--- config.mk ---
export PLATFORM = sky130hd
export DESIGN_NAME = gpr_writeback_arbiter
export DESIGN_NICKNAME = d
export VERILOG_FILES = /design/src/rtl/gpr_writeback_arbiter.sv
export SDC_FILE = /design/constraint.sdc
export NUM_CORES = 1
export LEC_CHECK = 0
export ABC_CLOCK_PERIOD_IN_PS = 2450
export BUFFER_PORTS_ARGS = -buffer_cell sky130_fd_sc_hd__buf_2
export CAP_MARGIN = 40
export CORE_MARGIN = 3
export CORE_UTILIZATION = 29
export DETAILED_ROUTE_END_ITERATION = 8
export PLACE_DENSITY = 0.69
export SLEW_MARGIN = 20
export SYNTH_ARGS = -nofsm -noshare
export SYNTH_HDL_FRONTEND = slang
export SYNTH_SLANG_ARGS = --single-unit
--- constraint.sdc ---
create_clock -name i_clk -period 2.45 [get_ports i_clk]
set_input_delay 0.245 -clock i_clk [delete_from_list [all_inputs] [get_ports i_clk]]
set_output_delay 0.245 -clock i_clk [all_outputs]
set_load 0.03 [all_outputs]
--- src/rtl/gpr_writeback_arbiter.sv ---
// Round-robin arbiter for the single GPR write port, with a registered write-back stage.
// Optional forwarding of the pending (registered, uncommitted) write: define GPR_WB_ARB_FWD_EN.
`ifndef WORD_SIZE
`define WORD_SIZE 32
`endif
`ifndef L2_REG_FILE_SIZE
`define L2_REG_FILE_SIZE 5
`endif

module gpr_writeback_arbiter #(
    parameter int num_req     = 3,
    parameter int l2_num_req  = 2,
    parameter int l2_num_regs = `L2_REG_FILE_SIZE
) (
    input  logic                              i_clk,
    input  logic                              i_rst,
    input  logic [num_req-1:0]                i_req_valid,
    output logic [num_req-1:0]                o_req_ready,
    input  logic [num_req*l2_num_regs-1:0]    i_req_sel,
    input  logic [num_req*`WORD_SIZE-1:0]     i_req_data,
    input  logic                              i_stall,
    output logic                              o_load_gpr,
    output logic [l2_num_regs-1:0]            o_load_gpr_sel,
    output logic [`WORD_SIZE-1:0]             o_load_gpr_data,
    output logic [l2_num_req-1:0]             o_grant_id
`ifdef GPR_WB_ARB_FWD_EN
    ,
    input  logic [l2_num_regs-1:0]            i_fwd_A_sel,
    input  logic [l2_num_regs-1:0]            i_fwd_B_sel,
    output logic                              o_fwd_A_hit,
    output logic                              o_fwd_B_hit,
    output logic [`WORD_SIZE-1:0]             o_fwd_A_data,
    output logic [`WORD_SIZE-1:0]             o_fwd_B_data
`endif
);

    logic [l2_num_req-1:0]  rr_ptr;
    logic [l2_num_req-1:0]  win_idx;
    logic                   win_found;
    logic [l2_num_regs-1:0] win_sel;
    logic [`WORD_SIZE-1:0]  win_data;

    // Search starts at rr_ptr and wraps; the first valid requester wins.
    always_comb begin
        win_idx   = '0;
        win_found = 1'b0;
        for (int i = 0; i < num_req; i++) begin
            int j;
            j = int'(rr_ptr) + i;
            if (j >= num_req) j = j - num_req;
            if (!win_found && i_req_valid[j]) begin
                win_found = 1'b1;
                win_idx   = l2_num_req'(j);
            end
        end
    end

    always_comb begin
        o_req_ready = '0;
        if (!i_rst && !i_stall && win_found)
            o_req_ready[win_idx] = 1'b1;
    end

    always_comb begin
        win_sel  = '0;
        win_data = '0;
        for (int k = 0; k < num_req; k++) begin
            if (int'(win_idx) == k) begin
                win_sel  = i_req_sel[k*l2_num_regs +: l2_num_regs];
                win_data = i_req_data[k*`WORD_SIZE +: `WORD_SIZE];
            end
        end
    end

    always_ff @(posedge i_clk or posedge i_rst) begin
        if (i_rst) begin
            o_load_gpr      <= 1'b0;
            o_load_gpr_sel  <= '0;
            o_load_gpr_data <= '0;
            o_grant_id      <= '0;
            rr_ptr          <= '0;
        end else if (|o_req_ready) begin
            // r0 writes complete the handshake but never strobe the file.
            o_load_gpr      <= (win_sel != '0);
            o_load_gpr_sel  <= win_sel;
            o_load_gpr_data <= win_data;
            o_grant_id      <= win_idx;
            rr_ptr          <= (int'(win_idx) == num_req - 1) ? '0 : win_idx + 1'b1;
        end else begin
            o_load_gpr      <= 1'b0;
        end
    end

`ifdef GPR_WB_ARB_FWD_EN
    always_comb begin
        o_fwd_A_hit  = !i_rst && o_load_gpr && (i_fwd_A_sel == o_load_gpr_sel) && (i_fwd_A_sel != '0);
        o_fwd_B_hit  = !i_rst && o_load_gpr && (i_fwd_B_sel == o_load_gpr_sel) && (i_fwd_B_sel != '0);
        o_fwd_A_data = o_fwd_A_hit ? o_load_gpr_data : '0;
        o_fwd_B_data = o_fwd_B_hit ? o_load_gpr_data : '0;
    end
`endif

endmodule
# Yosys cells after proc, flatten, opt, wreduce, memory -nomap -nowiden
# Cells that the tools add are included.
# Widths: inputs -> output; s select.
# totals
regBits	42
wordCells	62
out_inout_bits	43
input_bits	117
# classes
n_reduce_logical	12
order_cmp	8
mux	29
n_eq_ne	2
addsub	6
# op_table
cell	n
$mux 32	6
$lt 32x4->1 const B	3
$mux 5	3
$mux 1	11
$mux 2	4
$sub 3x2->4 const B	2
$bmux 1 s2	3
$ge 3x2->1 const B	2
$logic_and 1x1->1	5
$reduce_bool 5->1	1
$eq 2x2->1 const B	2
$logic_not 1->1	4
$add 2x1->3 const B	1
$add 2x2->3 const B	1
$lt 2x3->1 const B	1
$mux 3	1
$reduce_or 3->1	1
$sub 2x2->3 const B	1
$add 2x1->2 const B	1
$demux 1 s2	1
$ge 2x1->1 const B	1
$ge 2x2->1 const B	1
$logic_not 2->1	1

# Depth between registers and ports, before layout
# Gate-level depths: netlist of run 1.
# logic_depth
word_depth	19
ltp_mapped	11

# Worst setup path before layout of run 1
# No wires, ideal clock.
# synth_path
path_kind	reg2out
from	register rr_ptr[0]
to	output port o_req_ready[2]
t_arrival_ns	2.136
path_stages_with_launch	11
n_path_buf	3
setup_slack_ns	0.069
path_cell_list	dfrtp_1 > inv_1 > ha_1 > nor2b_1 > o21ai_0 > a311o_1 > buf_2 > or2_1 > buf_6 > buf_6 > inv_1
# synth_between
elab_chain_len	17
# synth_rtl
element	line_no	source
from (decl)	37	logic [l2_num_req-1:0] rr_ptr;
from (signal assigned)	88	rr_ptr <= (int'(win_idx) == num_req - 1) ? '0 : win_idx + 1'b1;
parallel branches: the longest is 16 deep, another holds $sub 3x2->4	n/a	
$mux 3 *	60	if (!i_rst && !i_stall && win_found)
to (decl)	18	output logic [num_req-1:0] o_req_ready,
# Every way passes the cells marked *. The select of a mux whose other input is x is not followed.

# Final worst setup path of run 1
# layout_path
from	register rr_ptr[1]
to	output port o_req_ready[2]
# Same word-level chain as after synthesis.

==> results of run 1 <==
-- worst max path at each step --
| stage | from | to | slack, ps | cells after the start |
|---|---|---|---|---|
| 2_1_floorplan | rr_ptr[0] | o_req_ready[2] | 70 | 10 |
| 3_3_place_gp | rr_ptr[0] | o_load_gpr_data[6] | 70 | 9 |
| 3_5_place_dp | rr_ptr[0] | o_load_gpr_data[21] | -30 | 10 |
| 4_1_cts | rr_ptr[0] | o_req_ready[0] | -30 | 9 |
| 5_1_grt | rr_ptr[1] | o_req_ready[2] | -160 | 9 |
| 6_report | rr_ptr[1] | o_req_ready[2] | -80 | 9 |
-- routing by layer --
layer	share of wire	GRT usage	vias up
met4	0.013	0.0286	0
li1	-	-	1282
met3	0.082	0.0344	14
met1	0.39	0.182	1242
met5	0	0	-
met2	0.52	0.284	123
-- cells in the mapped netlist, drive strengths merged, types with 2 or more instances --
cell type | number | area share
nand2b | 3 | 0.0071
a21o | 5 | 0.014
nor2b | 3 | 0.0071
clkbuf | 4 | 0.0057
o221ai | 31 | 0.17
ha | 4 | 0.019
a21oi | 8 | 0.015
dfrtp | 42 | 0.40
nor2 | 18 | 0.026
inv | 37 | 0.053
mux2i | 32 | 0.12
o21ai | 4 | 0.0076
o41ai | 6 | 0.020
or4 | 2 | 0.0057
nand2 | 44 | 0.063
nand4 | 2 | 0.0047
buf | 14 | 0.036
-- registers in the layout, summed over array words and instances, names as in the netlist --
signal and count:
o_load_gpr_sel 5, rr_ptr 2, o_load_gpr_data 32, o_load_gpr 1, o_grant_id 2
-- timing repair --
| action | CTS | global route |
|---|---|---|
| pin swaps | 3 | 8 |
| setup buffers | 4 | 5 |
| gates resized for setup | 19 | 16 |
| hold endpoints to repair | 20 | 0 |
| cloned | 1 | 0 |
| hold buffers | 1 | 0 |
| endpoints found under the setup margin | 14 | 20 |
-- power by group through the flow --
stage               combinational [W]  clock (W)  sequential, W
floorplan                     0.00146          0        0.00182
finish                        0.00332   0.000677        0.00121
detailed placement            0.00296          0        0.00122
global route                  0.00358   0.000724        0.00126
CTS                           0.00315   0.000705        0.00121
global placement              0.00287          0        0.00122
-- critical path: cells and delay by family, from the launching register on --
family	cells	cell delay, ps
and+or+nand+nor	3	470
AOI/OAI and AO/OA	2	620
adders and majority gates	1	170
buffers and inverters	3	290
DFF	1	440
-- stage by stage --
stage	hold WS (ps)	instances	instance area, µm²
after floorplan	424	268	2630
after global placement	460	528	3580
after detailed placement	321	529	3610
after CTS	220	543	3890
after global routing	242	547	3990
final	230	547	3990
-- logic make-up (layout without fill, tap and decap cells) --
group / count (synthesis) / in the layout / synth area share
AND/OR/NAND/NOR: 76 / 76 / 0.122
flip-flops: 42 / 42 / 0.399
adder cells (fa/ha/maj): 4 / 4 / 0.0190
buffers and inverters: 55 / 226 / 0.0945
AO/OA/AOI/OAI: 58 / 58 / 0.240
multiplexers: 33 / 33 / 0.126
-- layout make-up --
type | instances | area (µm²)
fillers | 844 | 4770
clock buffers | 6 | 82.6
multi-input cells | 171 | 1480
well taps | 108 | 135
flip-flops and latches | 42 | 1050
inverters | 37 | 141
clock inverters | 2 | 60.1
repair buffers | 181 | 1040
==> impl_metrics.tcl, run 1 <==
set metrics [dict create \
    outcome "finished, violations left" \
    violations "setup timing" \
    crit_chain "inv_2 > ha_4 > nor2b_4 > a32o_2 > nor2_4 > a311o_2 > or2_4 > inv_4 > buf_6" \
    dp_hpwl_um 6320 \
    final_common_cell "buf_2" \
    dieWidth_um 101 \
    hold_path.startpoint "i_req_sel[14]" \
    grt_start_max_net_pins 32 \
    synth_enable_flop_cells 0 \
    synth_sequential_area_ratio 0.399 \
    layout_min_cycle_time_ps 2530 \
    grt_first_pass_wirelength_um 12500 \
    cts_num_sinks 42 \
    core-area_um2 8760 \
    vias_per_cell 4.86 \
    cts_made_buffers 5 \
    io_pins 160 \
    netlist_area_um2 2630 \
    crit_path_start_kind "flip-flop" \
    ys_ff_latch 42 \
    cts_tree "done" \
    cts_buffer_depth 2 \
    pwr-share-clk 0.130 \
    cp_max_fo 4 \
    utilization 0.455 \
    powerDensity_nw_per_um2 1310 \
    reg2reg_setup_slack_ps 40 \
    start_util 0.301 \
    worst_ep_arrival_time_ps 2290 \
    final_nets 559 \
    fin_crit_sh 1.03 \
    routabilityCongestion 0.794 \
    htree_levels 2 \
    drt-total-wl_um 8490 \
    grt_antenna_before_repair 0 \
    drv_cap 0 \
    die_h_um 101 \
    clkSlewWorstSetupHoldPaths_ps 80 \
    tightest_slew_ps 483 \
    path_class "flip-flop to output pin" \
    area.growth.synth_to_final_pct 51.5 \
    firstDrtPassIters 4 \
    report.final.slew_viol_count 0 \
    insertion_delay_ps 290 \
    setup_viol 3 \
    ff2ff_path_depth 9 \
    p_int_w 0.00278 \
    cp_slowest_cell "dfrtp_1" \
    whs_endpoint "o_load_gpr_sel[4]" \
    layout-drive-gt1-share 0.547 \
    mostFrequentLayoutCells "buf_2, nand2_1, dfrtp_1" \
    cp_slowest_stage_delay_ps 440 \
    holdPathStages 3 \
    endpoint_kind "output pin" \
    p_sw_w 0.00243 \
    skew_ps 6.08 \
    drc 0 \
    synth_top_flop_cell "dfrtp_1" \
    grtUsageTotal 0.153 \
    ant_nets 0 \
    p_leak_nw 2.08 \
    r2r_end "o_load_gpr_data[21]" \
    wl_per_cell_um 15.5 \
    syn-instance-count 268 \
    swShare 0.466 \
    first_iter_violations 89 \
    synth_nets 389 \
    antenna_cells 0 \
    vias 2661 \
    vdd_drop_max_mv 0.529 \
    worstReg2RegStart "rr_ptr[1]" \
    setup_tns_ps -213 \
    final-hold-violation-count 0 \
    cts_root_buf "clkbuf_8" \
    dieArea_um2 10300 \
    crit_required_ps 2200 \
    grt_pass1_vias 2601 \
    hold_path.class "input port to flip-flop" \
    maxSlewHeadroom 0.678 \
    power_frac_seq 0.233 \
    synth_cell_type_count 28 \
    rows 34 \
    place_ws_ps -27.8 \
    overflow 0 \
    synth.avg_cell_area_um2 9.83 \
    finalPower_w 0.00522 \
    setup_slack_ps -83.6 \
    io_buffers 159 \
    synthArstFlopShare 1.00 \
    ys_warn_count 0 \
    fmax_mhz 395 \
    pwr-share-comb 0.637 \
    rsz0062_at_grt "true" \
]
(Power assumes the default switching activity.)
==> run 2: changes to the inputs <==
--- a/config.mk
+++ b/config.mk
@@ -11,7 +11,8 @@
 export CORE_MARGIN = 3
 export CORE_UTILIZATION = 29
 export DETAILED_ROUTE_END_ITERATION = 8
-export PLACE_DENSITY = 0.69
+export PLACE_DENSITY = 0.6
+export SETUP_SLACK_MARGIN = 0.02
 export SLEW_MARGIN = 20
 export SYNTH_ARGS = -nofsm -noshare
 export SYNTH_HDL_FRONTEND = slang
==> run 2 against run 1 <==
Against the previous run:
- the flow now finishes without violations
- power is 6.2% lower
- worst setup slack better by 150 ps
- clock power is 32% lower
- utilization is 0.89 points lower
- sequential cell count stayed put
- first-iteration DRC count is 27% lower
- sequential power hardly changed
- largest cell class unchanged
- largest power group unchanged
==> impl_metrics.tcl, run 2 (same netlist as run 1, synthesis figures left out) <==
set metrics [dict create \
    swShare 0.475 \
    final_nets 561 \
    p_sw_w 0.00232 \
    cpLargestDelayFamily "compound AO/OA/AOI/OAI gates" \
    drc 0 \
    cts_buffer_depth 2 \
    power_frac_seq 0.249 \
    start_util 0.301 \
    rows 34 \
    cp_slowest_cell "dfrtp_2" \
    final-hold-violation-count 0 \
    p_int_w 0.00257 \
    grt_pass1_vias 2582 \
    grt_antenna_before_repair 0 \
    clkSlewWorstSetupHoldPaths_ps 80 \
    endpoint_kind "output pin" \
    fmax_mhz 420 \
    holdWs_ps 13.3 \
    area.growth.synth_to_final_pct 48.6 \
    p_leak_nw 2.04 \
    core-area_um2 8760 \
    fin_crit_sh 0.973 \
    crit_chain "ha_4 > nand2_1 > nor2_2 > a31oi_1 > a311o_2 > buf_12 > a21oi_4 > buf_6" \
    dieWidth_um 101 \
    grt_first_pass_wirelength_um 12300 \
    cts_num_sinks 42 \
    largest_registers "o_load_gpr_data (32), o_load_gpr_sel (5)" \
    path_class "flip-flop to output pin" \
    largest_register "o_load_gpr_data" \
    cts_root_buf "clkbuf_8" \
    cts_made_buffers 5 \
    die_h_um 101 \
    hold_path.class "input port to asynchronous set/reset pin" \
    pwr-share-clk 0.095 \
    skew_ps 6.28 \
    crit_required_ps 2200 \
    cp_slowest_stage_delay_ps 450 \
    layout-drive-gt1-share 0.553 \
    drv_cap 0 \
    pwr-share-comb 0.656 \
    firstDrtPassIters 4 \
    ff_latch_area_um2 1050 \
    maxSlewHeadroom 0.657 \
    setup_viol 0 \
    final_common_cell "buf_2" \
    routabilityCongestion 0.829 \
    fillCellCount 871 \
    critPathBufInv 2 \
    postLayoutCellArea_um2 3910 \
    io_buffers 159 \
    antenna_cells 0 \
    dieArea_um2 10300 \
    multi_input_area_um2 1430 \
    vdd_drop_max_mv 0.641 \
    powerDensity_nw_per_um2 1250 \
    startpoint "rr_ptr[1]" \
    outcome "finished, final reports clean" \
    io_pins 160 \
    worstReg2RegStart "rr_ptr[1]" \
    dpl_cell_area_um2 3610 \
    grtUsageTotal 0.150 \
    grt_start_max_net_pins 33 \
    rsz0062_at_grt "true" \
    largest_reg_flops 32 \
    worst_ep_arrival_time_ps 2140 \
    report.final.slew_viol_count 0 \
    insertion_delay_ps 290 \
    vias 2650 \
    mostFrequentLayoutCells "buf_2, nand2_1, dfrtp_1" \
    wl_per_cell_um 14.9 \
    drt-total-wl_um 8180 \
    cp_max_fo 8 \
    layout_min_cycle_time_ps 2380 \
    tightest_slew_ps 514 \
    crit_path_start_kind "flip-flop" \
    first_iter_violations 65 \
    dp_hpwl_um 6330 \
    vias_per_cell 4.83 \
    overflow 0 \
    htree_levels 2 \
    ant_nets 0 \
    cts_tree "done" \
]
[run 2: metal layers]
layer / track usage / vias up / part of all wire
li1: - / 1284 / -
met4: 0.0429 / 0 / 0.0094
met5: 0 / - / 0
met1: 0.186 / 1241 / 0.39
met2: 0.254 / 117 / 0.50
met3: 0.0406 / 8 / 0.098
[run 2: worst reg2reg max path: cells and delay by family (launching register included)]
kind            cells  cell delay (ps)
compound gates      3              870
flops               1              450
simple gates        2              170
fa+ha+maj           1              300
buf+inv             3              440
[run 2: layout make-up]
| type | count | area share |
|---|---|---|
| multi-input combinational | 171 | 0.365 |
| timing repair buffer | 183 | 0.272 |
| sequential | 42 | 0.269 |
| inverter | 37 | 0.0355 |
| tap | 108 | 0.0345 |
| clock buffer | 7 | 0.0221 |
| clock inverter | 1 | 0.00128 |
[run 2: through the flow]
| stage | util | instances | TNS (ps) | power [W] | worst slack, ps |
|---|---|---|---|---|---|
| 4_1_cts | 0.434 | 540 | 0 | 0.00480 | 19.0 |
| 2_1_floorplan | - | 268 | 0 | 0.00329 | 69.2 |
| 6_report | 0.446 | 549 | 0 | 0.00489 | 66.5 |
| 3_3_place_gp | 0.408 | 528 | 0 | 0.00409 | 132 |
| 3_5_place_dp | 0.412 | 529 | 0 | 0.00416 | 68.6 |
| 5_1_grt | 0.446 | 549 | -17.5 | 0.00525 | -14.0 |
[run 2: worst paths after layout]
path	slack [ps]	end	depth (start not counted)
setup / recovery	70	o_req_ready[0]	8
hold / removal	10	o_load_gpr_data[17]	2
setup reg to reg	100	o_load_gpr_data[22]	9
hold reg to reg	480	o_load_gpr_data[23]	2
max in group asynchronous	1960	rr_ptr[1]	3
min in group i_clk	230	o_load_gpr_sel[4]	3
[run 2: power by group through the flow]
stage | clock (W) | combinational, W | sequential, W
floorplan | 0 | 0.00146 | 0.00182
global placement | 0 | 0.00288 | 0.00121
detailed placement | 0 | 0.00295 | 0.00122
CTS | 0.000484 | 0.00309 | 0.00122
global route | 0.000512 | 0.00347 | 0.00127
finish | 0.000463 | 0.00321 | 0.00122
[run 2: what timing repair did]
action / CTS / global route
pin swaps: 5 / 4
setup buffers: 3 / 9
hold buffers: 0 / 0
gates resized for setup: 25 / 11
setup endpoints to repair: 3 / 5
